==> src/rtl/alu_pkg.sv <==
// Shared definitions for the ALU result packer: default operand width, byte count, FSM states.
package alu_pkg;

  localparam int WIDTH_DEF = 16;
  localparam int NBYTES    = 2 * WIDTH_DEF / 8;

  typedef enum logic {
    IDLE = 1'b0,
    SEND = 1'b1
  } pkt_state_e;

  // Bytes needed to carry one 2*w-bit result; w is expected to be a multiple of 4.
  function automatic int nbytes_of(input int w);
    return 2 * w / 8;
  endfunction

endpackage

==> src/rtl/alu_res_fifo.sv <==
// Two-entry result FIFO; a pop and a push on the same edge both succeed even when full.
module alu_res_fifo #(
  parameter int DATA_W = 32
) (
  input  logic              clk,
  input  logic              rst,
  input  logic              push,
  input  logic              pop,
  input  logic [DATA_W-1:0] din,
  output logic [DATA_W-1:0] dout,
  output logic              full,
  output logic              empty
);

  logic [DATA_W-1:0] mem [2];
  logic              wr_ptr;
  logic              rd_ptr;
  logic [1:0]        count;
  logic              do_push;
  logic              do_pop;

  assign do_pop  = pop && (count != 2'd0);
  assign do_push = push && ((count != 2'd2) || do_pop);

  always_ff @(posedge clk) begin
    if (rst) begin
      wr_ptr <= 1'b0;
      rd_ptr <= 1'b0;
      count  <= 2'd0;
    end else begin
      if (do_push) wr_ptr <= ~wr_ptr;
      if (do_pop)  rd_ptr <= ~rd_ptr;
      case ({do_push, do_pop})
        2'b10:   count <= count + 2'd1;
        2'b01:   count <= count - 2'd1;
        default: count <= count;
      endcase
    end
  end

  // When full with a simultaneous pop, wr_ptr equals rd_ptr: the head is read out before it is overwritten.
  always_ff @(posedge clk) begin
    if (do_push && !rst) mem[wr_ptr] <= din;
  end

  assign dout  = mem[rd_ptr];
  assign full  = (count == 2'd2);
  assign empty = (count == 2'd0);

endmodule

==> src/rtl/alu_result_packer.sv <==
// Serialises signed ALU results into LSB-first bytes through a 2-deep FIFO plus a shift register.
// Optional macro ALU_PKT_STATUS_EN appends a status byte {6'b0, overrun_at_capture, carry} to each frame.
module alu_result_packer
  import alu_pkg::*;
#(
  parameter int WIDTH = WIDTH_DEF
) (
  input  logic               CLK,
  input  logic               RST,
  input  logic [2*WIDTH-1:0] Res_In,
  input  logic               Carry_In,
  input  logic               Res_Valid,
  output logic [7:0]         Byte_Out,
  output logic               Byte_Valid,
  input  logic               Byte_Ready,
  output logic               Busy,
  output logic               Overrun
);

  localparam int NB = nbytes_of(WIDTH);
`ifdef ALU_PKT_STATUS_EN
  localparam int FRAME_BYTES = NB + 1;
  localparam int ENTRY_W     = 2 * WIDTH + 2;
`else
  localparam int FRAME_BYTES = NB;
  localparam int ENTRY_W     = 2 * WIDTH;
`endif
  localparam int FRAME_W = 8 * FRAME_BYTES;
  localparam int CNT_W   = $clog2(FRAME_BYTES + 1);

  pkt_state_e         state;
  logic [CNT_W-1:0]   cnt;
  logic [FRAME_W-1:0] frame_sr;
  logic               byte_vld;

  logic [ENTRY_W-1:0] entry_in;
  logic [ENTRY_W-1:0] fifo_dout;
  logic               fifo_full;
  logic               fifo_empty;
  logic               push;
  logic               pop;
  logic               xfer;
  logic               last;
  logic               drop;

`ifdef ALU_PKT_STATUS_EN
  assign entry_in = {Overrun, Carry_In, Res_In};

  function automatic logic [FRAME_W-1:0] to_frame(input logic [ENTRY_W-1:0] e);
    return {6'b0, e[ENTRY_W-1 -: 2], e[2*WIDTH-1:0]};
  endfunction
`else
  logic carry_unused;
  assign carry_unused = Carry_In;
  assign entry_in     = Res_In;

  function automatic logic [FRAME_W-1:0] to_frame(input logic [ENTRY_W-1:0] e);
    return e;
  endfunction
`endif

  assign xfer = byte_vld && Byte_Ready;
  assign last = (cnt == CNT_W'(FRAME_BYTES - 1));
  assign pop  = !fifo_empty && ((state == IDLE) || (xfer && last));
  assign push = Res_Valid && !RST;
  assign drop = Res_Valid && fifo_full && !pop;

  alu_res_fifo #(
    .DATA_W (ENTRY_W)
  ) u_fifo (
    .clk   (CLK),
    .rst   (RST),
    .push  (push),
    .pop   (pop),
    .din   (entry_in),
    .dout  (fifo_dout),
    .full  (fifo_full),
    .empty (fifo_empty)
  );

  // Serialiser stage: frame_sr holds the frame in flight, its low byte drives Byte_Out.
  always_ff @(posedge CLK) begin
    if (RST) begin
      state    <= IDLE;
      cnt      <= '0;
      frame_sr <= '0;
      byte_vld <= 1'b0;
      Overrun  <= 1'b0;
    end else begin
      if (drop) Overrun <= 1'b1;
      case (state)
        IDLE: begin
          if (!fifo_empty) begin
            frame_sr <= to_frame(fifo_dout);
            cnt      <= '0;
            byte_vld <= 1'b1;
            state    <= SEND;
          end
        end
        SEND: begin
          if (xfer) begin
            if (last) begin
              cnt <= '0;
              if (!fifo_empty) begin
                frame_sr <= to_frame(fifo_dout);
              end else begin
                byte_vld <= 1'b0;
                state    <= IDLE;
              end
            end else begin
              cnt      <= cnt + CNT_W'(1);
              frame_sr <= frame_sr >> 8;
            end
          end
        end
        default: state <= IDLE;
      endcase
    end
  end

  assign Byte_Out   = frame_sr[7:0];
  assign Byte_Valid = byte_vld;
  assign Busy       = (state == SEND) || !fifo_empty;

endmodule

==> config.mk <==
export PLATFORM = sky130hd
export DESIGN_NAME = alu_result_packer
export DESIGN_NICKNAME = d
export VERILOG_FILES = /design/src/rtl/alu_pkg.sv /design/src/rtl/alu_res_fifo.sv /design/src/rtl/alu_result_packer.sv
export SDC_FILE = /design/constraint.sdc
export NUM_CORES = 1
export LEC_CHECK = 0
export BUFFER_PORTS_ARGS = -buffer_cell sky130_fd_sc_hd__buf_2
export CORE_ASPECT_RATIO = 1.5
export CORE_MARGIN = 1.5
export CORE_UTILIZATION = 50
export DETAILED_ROUTE_END_ITERATION = 8
export PLACE_DENSITY = 0.79
export SYNTH_ARGS = -nofsm -noshare
export SYNTH_HDL_FRONTEND = slang
export SYNTH_SLANG_ARGS = --single-unit
==> constraint.sdc <==
create_clock -name CLK -period 6.03 [get_ports CLK]
set_input_delay 1.5075 -clock CLK [delete_from_list [all_inputs] [get_ports CLK]]
set_output_delay 1.5075 -clock CLK [all_outputs]
set_load 0.02 [all_outputs]
==> impl_summary.log <==
INFO  metric drc = 0
INFO  metric synthDominantCellAreaShare = between 40% and 50%
INFO  metric yosys_warnings = 0
INFO  metric edff_count_synth = 64
INFO  metric dr_wl_cell = approximately 17 µm
INFO  metric wire_length_of_the_first_global_routing_pass = about 13000 µm
INFO  metric ys_top_cells_by_area = edfxtp_1, dfxtp_1, mux2i_1
INFO  metric use_met3 = under 10%
INFO  metric groute.usage.overall = approximately a fifth
INFO  metric drtAntennaViolNets = 0
INFO  metric postLayoutCellArea = slightly below 0.005 mm²
INFO  metric iteration_0_drc_markers = around 230
INFO  metric area_occupied_by_multi_input_gates = 0.001315 mm²
INFO  metric cts_tree = built
INFO  metric worst-slew-pin-transition = between 0.9 and 1 ns
INFO  metric post_synth.cell_area_avg = 13.77 µm²
INFO  metric cts_buffer_depth = 2
INFO  metric setup.worst_path.class = reg2out
INFO  metric gp_routability_congestion = 0.8644
INFO  metric irDropWorstVdd = around 0.18 mV
INFO  metric via_per_instance_ratio = about 5.7
INFO  metric io_buffer_count = 46
INFO  metric netlist_area = roughly 0.0043 mm²
INFO  metric maxCapViolCount = 0
INFO  metric yosys.area_share.adder = less than 1%
INFO  metric cts.hold.buffers_added = 0
INFO  metric synthXorXnorAreaFrac = less than 1%
INFO  metric instances_no_fill = between 400 and 500
INFO  metric hold_class = reg2reg
INFO  metric postSynth.asyncResetShare = 0%
INFO  metric syn_inst = around 320
INFO  metric dpl-instance-area = ~0.0046 mm²
INFO  metric fp.coreArea = around 0.0084 mm²
INFO  metric synth_top_family_by_area = compound AO/OA/AOI/OAI gates
INFO  metric cell_type_contributing_the_most_total_cell_area_after_synthesis = edfxtp_1
INFO  metric num_rows = between 40 and 50
INFO  metric synth-simple-area-share = approximately 5%
INFO  metric cts_buffers = 9
INFO  metric grt_remaining_overflow = 0
INFO  metric die_x = slightly below 80 µm
INFO  metric drt_pass1_iterations = 4
INFO  metric post_syn_nets = around 350
INFO  metric multiplexer_share_of_the_synthesized_area = ~7.6%
INFO  metric place.detailed.hpwl = 5184 µm
INFO  metric outcome = finished clean
INFO  metric synth.top_cells.by_count = edfxtp_1, dfxtp_1, mux2i_1
INFO  metric cellPowerDensity = about 340 mW/mm²
INFO  metric grtUsageMet1 = about 22%
INFO  metric max_freq = 0.3386 GHz
INFO  metric synth.lib_cells_used.distinct = 47
INFO  metric critical_path_arrival = roughly 1.5 ns
INFO  metric ctsHtreeMaxLevel = 3
INFO  metric grt_antenna_before_repair = 0
INFO  metric synthesized_area_fraction_occupied_by_ao_oa_aoi_and_oai_cells = between 15 and 20%
INFO  metric drive_above_1_share = 26.63%
INFO  metric clock_latency = 0.35 ns
INFO  metric clk_pin_slew_worst_paths = around 0.070 ns
INFO  metric clock-skew-final = 0.007329 ns
INFO  metric layout-area-overhead-vs-synth = 12.43%
INFO  metric critPathCaptureType = output port
INFO  metric synth_ff_type = edfxtp_1
INFO  metric fillerInstances = between 600 and 700
INFO  metric yosys.cell_count.top_type = edfxtp_1
INFO  metric timing.slew.headroom = 36.92%
INFO  metric clock_tree.root_cell = clkbuf_16
INFO  metric critical_path_required = 4.52 ns
INFO  metric ctsResizeCount = 0
INFO  metric ff_latch_area = between 0.002 and 0.003 mm²
INFO  metric timing.critical_path.slowest_cell_delay = around 0.72 ns
INFO  metric critical_path.max_fanout = 18
INFO  metric top_level_ports = 48
INFO  metric first_global_vias = about 2600
INFO  metric post-cts-setup-buffer-count = 0
INFO  metric slowest_stage = dfxtp_1
INFO  metric numClockSinks = 107
INFO  metric antenna_cells_inserted = 0
INFO  metric die_h = between 100 and 150 µm
INFO  metric synth_sequential_area_ratio = roughly 64%
INFO  metric setup_repair_after_global_routing_missed_its_margin = no
INFO  metric final_net_count = 386
INFO  metric crit_chain = or3_1 > buf_2
INFO  metric postSynthRegisterBits = between 100 and 150
INFO  metric wirelength = 7742 µm
INFO  metric globalRoute.busiestLayer = met2
INFO  metric setup_total_negative_slack = 0 ns
INFO  metric global_route.usage.met2 = about 30%
INFO  metric fin_util = between 50 and 60%
INFO  metric post-route-min-period = between 2 and 3 ns
INFO  metric largest_net_degree_at_the_start_of_global_routing = 33
INFO  metric floorplan.initialDensity = between 50% and 60%
INFO  metric worstSetupStartpointType = register
INFO  metric vias = between 2000 and 3000
INFO  metric design.die.area = slightly above 0.009 mm²
INFO  metric power.static_leakage = 0.001732 µW
INFO  metric setup_viol = 0
INFO  metric dp_cells = 444
INFO  metric hold_viol = 0
INFO  metric slew_violations = 0
INFO  metric min_period_over_period = between 40% and 50%
## per-layer routing
layer | wire [µm] | part of all wire [%]
met5 | 0 | 0
met4 | 366 | 4.7
met1 | 3158 | 41
met3 | 370 | 4.8
met2 | 3846 | 50
## metrics by stage
stage               hold slack (ns)  setup slack (ns)  total power [µW]
floorplan                    0.4356             1.189              1044
global placement             0.4453             2.789              1078
global route                 0.4958             2.987              1733
CTS                          0.4629             3.059              1680
finish                       0.4585             3.077              1665
detailed placement           0.4529             2.723              1089
## cell families after synthesis
| kind of cell | Yosys count |
|---|---|
| AO/OA/AOI/OAI | 88 |
| XOR/XNOR | 3 |
| adder cells (fa/ha/maj) | 1 |
| buffers and inverters | 47 |
| flip-flops | 107 |
| multiplexers | 32 |
| AND/OR/NAND/NOR | 37 |
## state kept, by name, indices dropped and copies added, names as in the netlist, named ones only
signal         count
Byte_Valid         1
Overrun            1
cnt                3
frame_sr          32
state              1
u_fifo.count       2
u_fifo.mem        64
u_fifo.rd_ptr      1
u_fifo.wr_ptr      1
## layout by cell type (no fill, tap or decap), types with 3 or more instances in the layout
master,instances
a21oi_1,19
a221oi_1,15
a221oi_2,9
a22o_1,8
buf_2,46
buf_4,3
clkbuf_16,11
clkinv_2,3
dfxtp_1,43
edfxtp_1,64
inv_1,19
mux2_2,8
mux2i_1,24
nand2_1,7
nand3_1,3
nor2_1,6
nor3_1,5
o21a_1,14
o21ai_0,7
o221ai_1,4
## power breakdown
group          internal (µW)  leakage [µW]  switching [µW]
combinational           89.1      0.000629             121
clock                    350      0.000162             242
sequential               827      0.000942            35.6
## path summary, 6_finish.rpt
| path | from | endpoint | slack [ns] | cells past startpoint |
|---|---|---|---|---|
| worst max register to register | cnt[0] | u_fifo.mem[1][15] | 3.80 | 5 |
| worst min-delay path | cnt[1] | cnt[1] | 0.46 | 2 |
| worst min register to register | cnt[1] | cnt[1] | 0.46 | 2 |
| worst max-delay path | state | Busy | 3.08 | 2 |
## layout make-up
cell class	count	share of cell area [%]
Multi-Input combinational cell	161	26.96
Inverter	20	1.539
Timing Repair Buffer	49	5.182
Sequential cell	107	57.05
Tap cell	107	2.745
Clock inverter	3	0.3079
Clock buffer	13	6.208
## worst max-delay path: cells and delay by family, from the launching register on
| family | cells | cell delay, ns |
|---|---|---|
| flip-flops | 1 | 0.72 |
| AND/OR/NAND/NOR | 1 | 0.21 |
| buffers and inverters | 1 | 0.17 |
No activity file was read; power rests on OpenSTA's default activity.
